`src/rtl/uart_msg_streamer.sv`:
```
// Streams a fixed message out of a UART transmitter, optionally repeating it
// after an idle gap. The line is driven from a register so it never glitches.
module uart_msg_streamer #(
    parameter int CLK_FREQ = 27000000,
    parameter int BAUD_RATE = 115200,
    parameter int MSG_LEN = 15,
    parameter logic [MSG_LEN*8-1:0] MSG = "Hello, world!\r\n",
    parameter int PARITY = 0,
    parameter int STOP_BITS = 1,
    parameter int GAP_CYCLES = 5000000,
    localparam int IDX_W = (MSG_LEN > 1) ? $clog2(MSG_LEN) : 1
) (
    input  logic             clk,
    input  logic             rst,
    input  logic             start,
    input  logic             periodic_en,
    input  logic             abort,
    output logic             uart_tx,
    output logic             busy,
    output logic             done,
    output logic [IDX_W-1:0] byte_idx
);
    localparam int BAUD_DIV = CLK_FREQ / BAUD_RATE;
    localparam int BW = $clog2(BAUD_DIV);
    localparam int GW = (GAP_CYCLES > 1) ? $clog2(GAP_CYCLES) : 1;
    localparam logic [BW-1:0] BAUD_LAST = BW'(BAUD_DIV - 1);
    localparam logic [GW-1:0] GAP_LAST = GW'(GAP_CYCLES - 1);
    localparam logic [IDX_W-1:0] IDX_LAST = IDX_W'(MSG_LEN - 1);
    localparam logic [2:0] STOP_LAST = 3'(STOP_BITS - 1);

    typedef enum logic [2:0] {IDLE, START, DATA, PAR, STOP, GAP} state_t;

    state_t           state, state_d;
    logic [BW-1:0]    baud_cnt, baud_d;
    logic [2:0]       bit_cnt, bit_d;
    logic [IDX_W-1:0] idx_d;
    logic [GW-1:0]    gap_cnt, gap_d;
    logic             abort_q, abort_d;
    logic             tx_q, tx_d;
    logic             bit_end;
    logic [7:0]       cur_byte;

    always_ff @(posedge clk) begin
        if (rst) begin
            state    <= IDLE;
            baud_cnt <= '0;
            bit_cnt  <= '0;
            byte_idx <= '0;
            gap_cnt  <= '0;
            abort_q  <= 1'b0;
            tx_q     <= 1'b1;
        end else begin
            state    <= state_d;
            baud_cnt <= baud_d;
            bit_cnt  <= bit_d;
            byte_idx <= idx_d;
            gap_cnt  <= gap_d;
            abort_q  <= abort_d;
            tx_q     <= tx_d;
        end
    end

    always_comb begin
        state_d = state;
        baud_d  = baud_cnt + BW'(1);
        bit_d   = bit_cnt;
        idx_d   = byte_idx;
        gap_d   = gap_cnt;
        done    = 1'b0;
        bit_end = (baud_cnt == BAUD_LAST);
        case (state)
            IDLE: begin
                baud_d = '0;
                if (start) begin
                    state_d = START;
                    idx_d   = '0;
                end
            end
            START: begin
                if (bit_end) begin
                    state_d = DATA;
                    bit_d   = '0;
                    baud_d  = '0;
                end
            end
            DATA: begin
                if (bit_end) begin
                    baud_d = '0;
                    if (bit_cnt == 3'd7) begin
                        bit_d   = '0;
                        state_d = (PARITY != 0) ? PAR : STOP;
                    end else begin
                        bit_d = bit_cnt + 3'd1;
                    end
                end
            end
            PAR: begin
                if (bit_end) begin
                    state_d = STOP;
                    bit_d   = '0;
                    baud_d  = '0;
                end
            end
            STOP: begin
                if (bit_end) begin
                    baud_d = '0;
                    if (bit_cnt == STOP_LAST) begin
                        bit_d = '0;
                        // A pending abort wins over both the next byte and the done pulse.
                        if (abort_q || abort) begin
                            state_d = IDLE;
                            idx_d   = '0;
                        end else if (byte_idx == IDX_LAST) begin
                            done    = 1'b1;
                            idx_d   = '0;
                            gap_d   = '0;
                            state_d = periodic_en ? GAP : IDLE;
                        end else begin
                            state_d = START;
                            idx_d   = byte_idx + IDX_W'(1);
                        end
                    end else begin
                        bit_d = bit_cnt + 3'd1;
                    end
                end
            end
            GAP: begin
                baud_d = '0;
                if (abort) begin
                    state_d = IDLE;
                end else if (gap_cnt == GAP_LAST) begin
                    state_d = START;
                end else begin
                    gap_d = gap_cnt + GW'(1);
                end
            end
            default: state_d = IDLE;
        endcase

        abort_d = (state_d != IDLE) && (abort_q || (abort && state != IDLE));

        cur_byte = 8'h00;
        for (int i = 0; i < MSG_LEN; i++) begin
            if (idx_d == IDX_W'(i)) cur_byte = MSG[(MSG_LEN-1-i)*8 +: 8];
        end

        // Line value is computed for the upcoming cycle so the register holds it.
        case (state_d)
            START:   tx_d = 1'b0;
            DATA:    tx_d = cur_byte[bit_d];
            PAR:     tx_d = (PARITY == 2) ? ^cur_byte : ~^cur_byte;
            default: tx_d = 1'b1;
        endcase
    end

    assign uart_tx = tx_q;
    assign busy    = (state != IDLE);
endmodule

```
`config.mk`:
```
export PLATFORM = sky130hd
export DESIGN_NAME = uart_msg_streamer
export DESIGN_NICKNAME = d
export VERILOG_FILES = /design/src/rtl/uart_msg_streamer.sv
export SDC_FILE = /design/constraint.sdc
export NUM_CORES = 1
export LEC_CHECK = 0
export ABC_AREA = 1
export CAP_MARGIN = 20
export CORE_MARGIN = 5
export CORE_UTILIZATION = 50
export DETAILED_ROUTE_END_ITERATION = 16
export PLACE_DENSITY = 0.68
export SYNTH_ARGS = -nofsm -noshare
export SYNTH_HDL_FRONTEND = slang
export SYNTH_SLANG_ARGS = --single-unit
```
`constraint.sdc`:
```
create_clock -name clk -period 5.6 [get_ports clk]
set_clock_uncertainty 0.15 [all_clocks]
set_input_delay 0.56 -clock clk [delete_from_list [all_inputs] [get_ports clk]]
set_output_delay 0.56 -clock clk [all_outputs]
set_load 0.02 [all_outputs]
```
==> qor.txt <==
status = finished clean
Worst path top cell family by delay = buffers and inverters
FF/Latch Area = 861 sq um
total I/O pin count = 12
Antenna Cells = 0
slowest stage cell, crit path = clkdlybuf4s50_1
Filler Cell Count = 545
maximum capacitance violations = 0
number of synthesized flops with an enable pin = 0
leakage power = 0.00134 uW
synthesized cell area = 2860 sq um
worst min path class = reg2reg
Reg2Reg Setup Slack = 3150 ps
Setup crit end kind = output port
GPL Wtd Cong = 0.894
crit path buf inv count = 4
syn_nets = 439
H-tree depth = 2
most frequent cells in the layout = 94 x nand2_1, 54 x nor2_1, 52 x inv_1
cts repair resizes = 0
Starting DRT DRC Count = 138
DPL Wire Length = 4850 um
register area share after synthesis = 30.1%
crit-path cells = inv_1, ha_1, inv_1, nor2_2, nand3_4, nor2_8, nand2_4, inv_1, clkdlybuf4s50_1
initial antenna violation count = 0
placed instance area = 3050 sq um
TritonCTS clock tree = built
CTS sink cnt = 43
Clock Latency Late Sink = 300 ps
core area = 5540 sq um
first-pass GRT wire length = 10500 um
gr usage total = 17.4%
Ys Warns = 0
Async SR Flop Fraction = 0%
Final Hold Vio Count = 0
synth unique cells = 39
WP depth = 9
Sum Neg Setup Slack = 0 ps
grt ovf = 0
final worst slack = 2640 ps
commonest non-fill, non-tap cell in the layout = nand2_1
worst reg-to-reg path cell count = 18
vias in the first global route = 2376
Setup-failing EPs final = 0
CP startpoint kind = register
cell mode on critical path = inv_1
Max Transition Viols Final = 0
Post-Place Setup Slack = 2740 ps
Die Span Y = 85.7 um
crit path to = done
CP max stage delay = 590 ps
die width = 85.7 um
area of the multi-input gates = 1750 sq um
DRT Pass-1 Iters = 4
Cells after Synth = 426
fin crit period = 2960 ps
die area = 7340 sq um
Initial Util = 51.6%
area delta synth->final = 10.7%
register bit total from synthesis = 43
hold-fix buffers at CTS = 0
Root Driver = clkbuf_8
worst r2r src = byte_idx[0]$_SDFF_PP0_
CTS clk-pin slew, worst paths = 90 ps
pwr dens = 187 nW/um^2
via density per instance = 5.10
number of setup buffers added after CTS = 0
WP data required = 4890 ps
Peak VDD IR = 0.158 mV
Slew HR = 64.3%
period utilisation layout = 52.9%
fraction of final layout cells with drive strength greater than 1 = 14.2%
top_reg_cell synth = dfxtp_1
Longest Clk Path Bufs = 2
WL per Instance = 11.9 um
RSZ-0062 raised after global routing = false
design area = 3170 sq um
Worst Path Arrival = 2250 ps
Max Fanout on Critical Path = 4
Site Rows = 27
Routed WL = 6150 um
drc violations = 0
Post-DRT Antenna Nets = 0
Fmax = 338 MHz
worst flop-to-flop path endpoint = uart_tx$_SDFF_PP1_
Nets = 455
IO Port Bufs = 11
Mean Syn Cell Area = 6.72 sq um
Worst setup startpoint = bit_cnt[0]$_SDFF_PP0_
Setup CP Type = reg2out
Worst Tran Pin Value = 534 ps
CTS buffer count = 5
via count = 2629
largest net degree at the start of global routing = 16
## cell families (layout without fill, tap and decap cells)
family	after synthesis	count (layout)	share of synthesized area (%)
fa+ha+maj	8	8	3.50
compound gates	57	57	11.1
simple gates	248	248	45.3
buf+inv	66	83	8.79
xor+xnor	4	4	1.22
flops	43	43	30.1
## cells in the mapped netlist (all sizes together), types with 2 or more instances
library cell / number / area (sq um)
ha: 8 / 100
a21oi: 24 / 124
nor2: 67 / 333
nand3: 35 / 220
nor4: 5 / 31.3
nor3b: 3 / 22.5
nor3: 13 / 80.1
nand4: 10 / 68.8
o21a: 2 / 15.0
xor2: 2 / 17.5
o21ai: 23 / 115
xnor2: 2 / 17.5
nand2: 113 / 526
dfxtp: 43 / 861
a211oi: 3 / 22.5
inv: 63 / 239
a21boi: 2 / 15.0
## how the worst min path moves through the flow
stage | startpoint | end | slack (ps) | cells past startpoint
final | gap_cnt[22]$_SDFFE_PP0P_ | gap_cnt[22]$_SDFFE_PP0P_ | 320 | 1
after global routing | gap_cnt[22]$_SDFFE_PP0P_ | gap_cnt[22]$_SDFFE_PP0P_ | 340 | 1
after CTS | gap_cnt[22]$_SDFFE_PP0P_ | gap_cnt[22]$_SDFFE_PP0P_ | 320 | 1
after detailed placement | gap_cnt[22]$_SDFFE_PP0P_ | gap_cnt[22]$_SDFFE_PP0P_ | 300 | 1
after global placement | gap_cnt[22]$_SDFFE_PP0P_ | gap_cnt[22]$_SDFFE_PP0P_ | 290 | 1
after floorplan | gap_cnt[22]$_SDFFE_PP0P_ | gap_cnt[22]$_SDFFE_PP0P_ | 270 | 1
## flip-flops by register name (all words and copies together), names as in the netlist
signal,cells
abort_q,1
baud_cnt,8
bit_cnt,3
byte_idx,4
gap_cnt,23
state,3
uart_tx,1
## metal layers
layer  up-vias  track usage [%]  share of wire [%]
met5         -                0                  0
met4         0             5.76                1.9
met3        11             3.07                2.8
met2        33             29.9                 47
met1      1178             22.0                 49
li1       1407                -                  -
## power breakdown
group	internal, uW	switching [uW]
Sequential	308	2.28
Clock	134	115
Combinational	11.4	22.4
## cell type report
cell class | instances | area share (%)
flip-flops and latches | 43 | 27.2
clock buffers | 5 | 2.17
well taps | 72 | 2.84
repair buffers | 11 | 3.48
clock inverters | 3 | 1.46
multi-input cells | 317 | 55.2
inverters | 64 | 7.66
## stage by stage
stage / power (uW) / hold WS [ps] / cells / utilization [%]
floorplan: 339 / 272 / 426 / -
global placement: 351 / 285 / 507 / 55.1
detailed placement: 351 / 303 / 507 / 55.1
CTS: 603 / 320 / 515 / 57.2
global route: 622 / 337 / 515 / 57.2
finish: 593 / 316 / 515 / 57.2
(Power assumes the default switching activity.)
